==> config.mk <==
export PLATFORM = sky130hd
export DESIGN_NAME = rng_ctrl
export DESIGN_NICKNAME = d
export VERILOG_FILES = /design/src/rtl/rng_ctrl_pkg.sv /design/src/rtl/rng_ctrl_sync.sv /design/src/rtl/rng_ctrl.sv
export SDC_FILE = /design/constraint.sdc
export NUM_CORES = 1
export LEC_CHECK = 0
export CAP_MARGIN = 10
export CORE_MARGIN = 2
export CORE_UTILIZATION = 35
export DETAILED_ROUTE_END_ITERATION = 6
export GPL_TIMING_DRIVEN = 0
export PLACE_DENSITY = 0.65
export SYNTH_ARGS = -nofsm -noshare
export SYNTH_HDL_FRONTEND = slang
export SYNTH_SLANG_ARGS = --single-unit
==> constraint.sdc <==
create_clock -name clk -period 3.92 [get_ports clk]
set_input_delay 0.392 -clock clk [delete_from_list [all_inputs] [get_ports clk]]
set_output_delay 0.392 -clock clk [all_outputs]
set_load 0.01 [all_outputs]
==> src/rtl/rng_ctrl_pkg.sv <==
// Shared types and default constants for the RNG_CELL controller.
package rng_ctrl_pkg;

  typedef enum logic [1:0] {
    IDLE    = 2'd0,
    WARMUP  = 2'd1,
    COLLECT = 2'd2,
    OUTPUT  = 2'd3
  } state_t;

  localparam int DEF_WIDTH      = 32;
  localparam int DEF_SAMPLE_DIV = 16;
  localparam int DEF_WARMUP_CYC = 256;
  localparam int DEF_HEALTH_RPT = 24;

  localparam int SEL_W = 3;
  localparam int N_OSC = 8;

endpackage

==> src/rtl/rng_ctrl_sync.sv <==
// N-bit two-flop synchroniser for the free-running oscillator outputs.
module rng_ctrl_sync #(
  parameter int N = 8
) (
  input  logic         clk,
  input  logic         reset,
  input  logic [N-1:0] d,
  output logic [N-1:0] q
);

  logic [N-1:0] meta_q, meta_d;
  logic [N-1:0] sync_q, sync_d;

  always_comb begin
    meta_d = d;
    sync_d = meta_q;
  end

  always_ff @(posedge clk) begin
    if (reset) begin
      meta_q <= '0;
      sync_q <= '0;
    end else begin
      meta_q <= meta_d;
      sync_q <= sync_d;
    end
  end

  assign q = sync_q;

endmodule

==> src/rtl/rng_ctrl.sv <==
// RNG_CELL controller: power-up, warm-up, raw-bit sampling and word delivery.
// Optional repetition-count health test enabled by defining RNG_CTRL_HEALTH_EN.
module rng_ctrl
  import rng_ctrl_pkg::*;
#(
  parameter int WIDTH      = DEF_WIDTH,
  parameter int SAMPLE_DIV = DEF_SAMPLE_DIV,
  parameter int WARMUP_CYC = DEF_WARMUP_CYC,
  parameter int HEALTH_RPT = DEF_HEALTH_RPT
) (
  input  logic             clk,
  input  logic             reset,
  input  logic             enable,
  input  logic [SEL_W-1:0] sel_cfg,
  output logic             rng_en,
  output logic [SEL_W-1:0] rng_sel,
  input  logic [N_OSC-1:0] rng_in,
  output logic [WIDTH-1:0] data,
  output logic             valid,
  input  logic             ready,
  output logic             busy,
  output logic             health_fail
);

  localparam int WU_W = $clog2(WARMUP_CYC) + 1;
  localparam int SC_W = $clog2(SAMPLE_DIV) + 1;
  localparam int BC_W = $clog2(WIDTH) + 1;

  localparam logic [WU_W-1:0] WU_LOAD = WU_W'(WARMUP_CYC - 1);
  localparam logic [SC_W-1:0] SC_LAST = SC_W'(SAMPLE_DIV - 1);
  localparam logic [BC_W-1:0] BC_LAST = BC_W'(WIDTH - 1);

  state_t             state_q, state_d;
  logic               rng_en_q, rng_en_d;
  logic [SEL_W-1:0]   rng_sel_q, rng_sel_d;
  logic [WU_W-1:0]    wu_cnt_q, wu_cnt_d;
  logic [SC_W-1:0]    samp_cnt_q, samp_cnt_d;
  logic [BC_W-1:0]    bit_cnt_q, bit_cnt_d;
  logic [WIDTH-2:0]   sr_q, sr_d;
  logic [WIDTH-1:0]   sr_next;
  logic [WIDTH-1:0]   data_q, data_d;
  logic               valid_q, valid_d;
  logic               busy_q, busy_d;

  logic [N_OSC-1:0]   rng_in_s;
  logic               raw_bit;
  logic               block_word;

  rng_ctrl_sync #(.N(N_OSC)) u_sync (
    .clk   (clk),
    .reset (reset),
    .d     (rng_in),
    .q     (rng_in_s)
  );

  assign raw_bit = ^rng_in_s;

`ifdef RNG_CTRL_HEALTH_EN
  localparam int RC_W = $clog2(HEALTH_RPT) + 1;
  localparam logic [RC_W-1:0] RPT_LIM = RC_W'(HEALTH_RPT);

  logic            sample_tick;
  logic [RC_W-1:0] rep_cnt_q, rep_cnt_d;
  logic            last_bit_q, last_bit_d;
  logic            health_q, health_d;

  assign sample_tick = (state_q == COLLECT) && enable && (samp_cnt_q == SC_LAST);

  always_comb begin
    rep_cnt_d  = rep_cnt_q;
    last_bit_d = last_bit_q;
    health_d   = health_q;
    if (state_q == IDLE) begin
      rep_cnt_d = '0;
    end else if (sample_tick) begin
      last_bit_d = raw_bit;
      // A zero count means no bit seen yet since the last pass through IDLE.
      if ((rep_cnt_q != '0) && (raw_bit == last_bit_q)) begin
        if (rep_cnt_q != RPT_LIM)
          rep_cnt_d = rep_cnt_q + RC_W'(1);
      end else begin
        rep_cnt_d = RC_W'(1);
      end
      if (rep_cnt_d == RPT_LIM)
        health_d = 1'b1;
    end
  end

  always_ff @(posedge clk) begin
    if (reset) begin
      rep_cnt_q  <= '0;
      last_bit_q <= 1'b0;
      health_q   <= 1'b0;
    end else begin
      rep_cnt_q  <= rep_cnt_d;
      last_bit_q <= last_bit_d;
      health_q   <= health_d;
    end
  end

  assign block_word  = health_d;
  assign health_fail = health_q;
`else
  assign block_word  = 1'b0;
  // Never true for a legal limit; keeps the parameter referenced in this build.
  assign health_fail = (HEALTH_RPT < 0);
`endif

  always_comb begin
    state_d    = state_q;
    rng_en_d   = rng_en_q;
    rng_sel_d  = rng_sel_q;
    wu_cnt_d   = wu_cnt_q;
    samp_cnt_d = samp_cnt_q;
    bit_cnt_d  = bit_cnt_q;
    sr_d       = sr_q;
    data_d     = data_q;
    valid_d    = valid_q;
    sr_next    = {sr_q, raw_bit};

    case (state_q)
      IDLE: begin
        rng_en_d = 1'b0;
        if (enable) begin
          rng_sel_d = sel_cfg;
          rng_en_d  = 1'b1;
          wu_cnt_d  = WU_LOAD;
          state_d   = WARMUP;
        end
      end

      WARMUP: begin
        if (!enable) begin
          state_d  = IDLE;
          rng_en_d = 1'b0;
        end else if (wu_cnt_q == '0) begin
          samp_cnt_d = '0;
          bit_cnt_d  = '0;
          sr_d       = '0;
          state_d    = COLLECT;
        end else begin
          wu_cnt_d = wu_cnt_q - WU_W'(1);
        end
      end

      COLLECT: begin
        if (!enable) begin
          state_d    = IDLE;
          rng_en_d   = 1'b0;
          samp_cnt_d = '0;
          bit_cnt_d  = '0;
          sr_d       = '0;
        end else if (samp_cnt_q == SC_LAST) begin
          samp_cnt_d = '0;
          if (block_word) begin
            sr_d      = '0;
            bit_cnt_d = '0;
          end else if (bit_cnt_q == BC_LAST) begin
            // The word is complete with this bit; the top sr bit shifts into data.
            data_d    = sr_next;
            valid_d   = 1'b1;
            bit_cnt_d = '0;
            sr_d      = '0;
            state_d   = OUTPUT;
          end else begin
            sr_d      = sr_next[WIDTH-2:0];
            bit_cnt_d = bit_cnt_q + BC_W'(1);
          end
        end else begin
          samp_cnt_d = samp_cnt_q + SC_W'(1);
        end
      end

      OUTPUT: begin
        if (ready) begin
          valid_d    = 1'b0;
          samp_cnt_d = '0;
          bit_cnt_d  = '0;
          if (enable) begin
            state_d = COLLECT;
          end else begin
            state_d  = IDLE;
            rng_en_d = 1'b0;
          end
        end
      end

      default: state_d = IDLE;
    endcase

    busy_d = (state_d != IDLE);
  end

  always_ff @(posedge clk) begin
    if (reset) begin
      state_q    <= IDLE;
      rng_en_q   <= 1'b0;
      rng_sel_q  <= '0;
      wu_cnt_q   <= '0;
      samp_cnt_q <= '0;
      bit_cnt_q  <= '0;
      sr_q       <= '0;
      data_q     <= '0;
      valid_q    <= 1'b0;
      busy_q     <= 1'b0;
    end else begin
      state_q    <= state_d;
      rng_en_q   <= rng_en_d;
      rng_sel_q  <= rng_sel_d;
      wu_cnt_q   <= wu_cnt_d;
      samp_cnt_q <= samp_cnt_d;
      bit_cnt_q  <= bit_cnt_d;
      sr_q       <= sr_d;
      data_q     <= data_d;
      valid_q    <= valid_d;
      busy_q     <= busy_d;
    end
  end

  assign rng_en  = rng_en_q;
  assign rng_sel = rng_sel_q;
  assign data    = data_q;
  assign valid   = valid_q;
  assign busy    = busy_q;

endmodule

==> impl_metrics.py <==
metrics = {
    "outcome": {
        "status": "finished, final reports clean",
    },
    "die": {
        "dieWidth_um": 114,
        "core_area_mm2": 0.0120,
        "die_area_mm2": 0.0131,
        "start_util_pct": 35.7,
        "die_y_um": 114,
        "top_level_ports": 54,
        "row_count": 40,
    },
    "power": {
        "internal_power_mw": 1.68,
        "p_sw_mw": 0.495,
        "powerDensity_mw_per_mm2": 412,
        "ir_drop_v": 0.000211,
        "power.leakage_nw": 1.70,
        "swShare_pct": 22.8,
        "pwr-share-comb_pct": 5.9,
        "power_frac_seq_pct": 51.5,
        "p_total_mw": 2.18,
        "p_clk_share_pct": 42.6,
    },
    "synthesis": {
        "synth-edff-count": 0,
        "ys.flop_type": "dfxtp_1",
        "netlist_area_mm2": 0.00427,
        "synth.area.top_cells": "dfxtp_1, a21oi_1, nand2_1",
        "syn-num-nets": 513,
        "synth_cell_types": 48,
        "synth_warnings": 0,
        "ys_async_sr_fraction_pct": 0,
        "ys_seq_elements": 107,
        "yosysTopAreaCell": "dfxtp_1",
        "synth.yosys.seq_area_share_pct": 50.1,
        "synth_area_per_cell_um2": 8.63,
        "synth_top_area_share_pct": 50.1,
        "synthCells": 495,
    },
    "placed_design": {
        "io_buffers": 51,
        "gp_congestion": 0.837,
        "dp_hpwl_um": 7140,
    },
    "critical_path": {
        "cp_cell_sequence": "inv_1, ha_1, or4b_1, buf_2, nor3_2, clkbuf_1, o211ai_1, a21oi_1",
        "critical_path_buf_inv_count": 3,
        "startpoint_type": "flop",
        "path_class": "reg -> reg",
        "required_ns": 4.19,
        "reg2reg_slack_ns": 1.35,
        "cp_max_fo": 10,
        "slowest_delay_ns": 0.48,
        "cp-end-kind": "flop",
        "arrival_ns": 2.84,
        "cp_top_family": "simple AND/OR/NAND/NOR gates",
        "slowest_stage": "nor3_2",
    },
    "sta": {
        "slew_violations": 0,
        "fin_worst_skew_ns": 0.00560,
        "setup_tns_ns": 0,
        "relSlewSlack_pct": 47.8,
        "rsz0062_at_grt": "no",
        "hold_viol_final": 0,
        "setup_viol_count_final": 0,
        "worst_pin_slew_ns": 0.783,
        "fin_crit_sh_pct": 65.5,
        "fmax_mhz": 389,
        "fin_crit_ns": 2.57,
    },
    "clocking": {
        "cts_buffers": 9,
        "cts_tree": "done",
        "clk_pin_slew_worst_paths_ns": 0.07,
        "cts_setup_buffers": 0,
        "cts.path.max_buffers": 2,
        "clk_latency_ns": 0.34,
        "cts.sinks": 107,
        "ctsResizeCount": 0,
        "cts-root-buf": "clkbuf_16",
        "h-tree-depth": 3,
        "hold_buffers": 0,
    },
    "final_layout": {
        "layout_common_cells": "dfxtp_1, a21oi_1, nand2_1",
        "area_delta_synth_final_pct": 23.6,
        "drive_gt1_share_pct": 4.80,
        "nNetsFinal": 576,
        "num_antenna_cells": 0,
        "final_common_cell": "dfxtp_1",
    },
    "route": {
        "first_iter_violations": 295,
        "via_per_inst": 5.33,
        "drtPass1Iterations": 4,
        "antenna_left": 0,
        "drc_errors": 0,
        "wl_per_cell_um": 14.2,
        "drt-total-wl_um": 10100,
        "vias": 3783,
    },
    "grt": {
        "grt_pass1_wl_um": 17000,
        "antenna_found_initial": 0,
        "grt_pass1_vias": 3624,
        "grt_overflow": 0,
        "grt_max_degree": 19,
        "grtUsageTotal_pct": 15.9,
    },
    "worst_hold_path": {
        "min_path_type": "reg -> reg",
    },
    "flow_run": {
        "drv_cap": 0,
    },
}
[layer usage]
| metal | vias up | track usage [%] | routed length (um) |
|---|---|---|---|
| met2 | 129 | 25.7 | 4700 |
| met4 | 0 | 6.10 | 74 |
| met5 | - | 0 | 0 |
| li1 | 1889 | - | - |
| met3 | 8 | 3.39 | 631 |
| met1 | 1757 | 20.9 | 4700 |
[state kept, by name, indices dropped and copies added, names as in the netlist]
signal and cells:
data 32, state_q 2, bit_cnt_q 6, sr_q 31, valid 1, rng_sel 3
busy 1, wu_cnt_q 9, u_sync.meta_q 8, samp_cnt_q 5, u_sync.q 8, rng_en 1
[cell usage after synthesis (2+ instances only)]
library cell	instances
a21oi_1	71
or4_1	4
nand2_1	67
a211oi_1	2
and2_1	2
buf_2	5
nor2b_1	18
nor2_1	10
or2_2	2
nand3_1	43
nor3_1	5
o211ai_1	32
clkbuf_1	36
dfxtp_1	107
ha_1	3
nand3b_1	6
nand4_1	2
a32oi_1	2
a211o_1	2
or3_1	5
a31oi_1	9
a22oi_1	2
nor4b_1	2
o32ai_1	2
a21boi_0	2
nand2b_1	3
o21ai_0	10
xnor2_1	7
mux2i_1	5
o31ai_1	3
inv_1	8
nor4_1	2
[worst reg2reg max path: stages (launching register included)]
cell      delay (ns)
dfxtp_1         0.33
inv_1           0.09
ha_1            0.21
or4b_1          0.45
buf_2           0.17
nor3_2          0.48
clkbuf_1        0.41
o211ai_1        0.16
a21oi_1         0.19
[cells by family after synthesis]
group,count (synthesis),synth area share [%]
AND/OR/NAND/NOR,178,21.0
AO/OA/AOI/OAI,144,20.7
flip-flops,107,50.1
buffers and inverters,50,4.63
XOR/XNOR,7,1.44
multiplexers,5,1.17
adder cells (fa/ha/maj),3,0.879
other,1,0.0878
[power by group through the flow]
stage                     sequential (mW)  combinational, mW  clock, mW
after detailed placement             1.15              0.128          0
after global routing                 1.12              0.142      0.988
final                                1.12              0.128      0.927
after CTS                            1.12              0.128      0.950
after global placement               1.14              0.124          0
after floorplan                      1.14             0.0823          0
[per-stage QoR]
stage,area (um^2),hold slack [ns],util [%],worst slack (ns),instances
finish,5280,0.436,44.2,1.35,710
global route,5280,0.461,44.2,1.12,710
CTS,5280,0.438,44.1,1.24,709
detailed placement,4970,0.421,41.5,0.903,693
global placement,4970,0.417,41.5,0.907,693
floorplan,4270,0.414,-,1.69,495
[cell type report]
type,count,area [um^2]
Tap cell,147,184
Timing Repair Buffer,52,515
Inverter,8,30.0
Buffer,42,168
Fill cell,1169,6680
Multi-Input combinational cell,338,1930
Clock inverter,6,71.3
Sequential cell,107,2140
Clock buffer,10,239
[path summary, 6_finish.rpt]
check              startpoint     endpoint  cells after the start
max               wu_cnt_q[0]      sr_q[3]                      8
max reg2reg       wu_cnt_q[0]      sr_q[3]                      8
min reg2reg  u_sync.meta_q[2]  u_sync.q[2]                      1
min          u_sync.meta_q[2]  u_sync.q[2]                      1
Power figures use the tool's default switching activity.
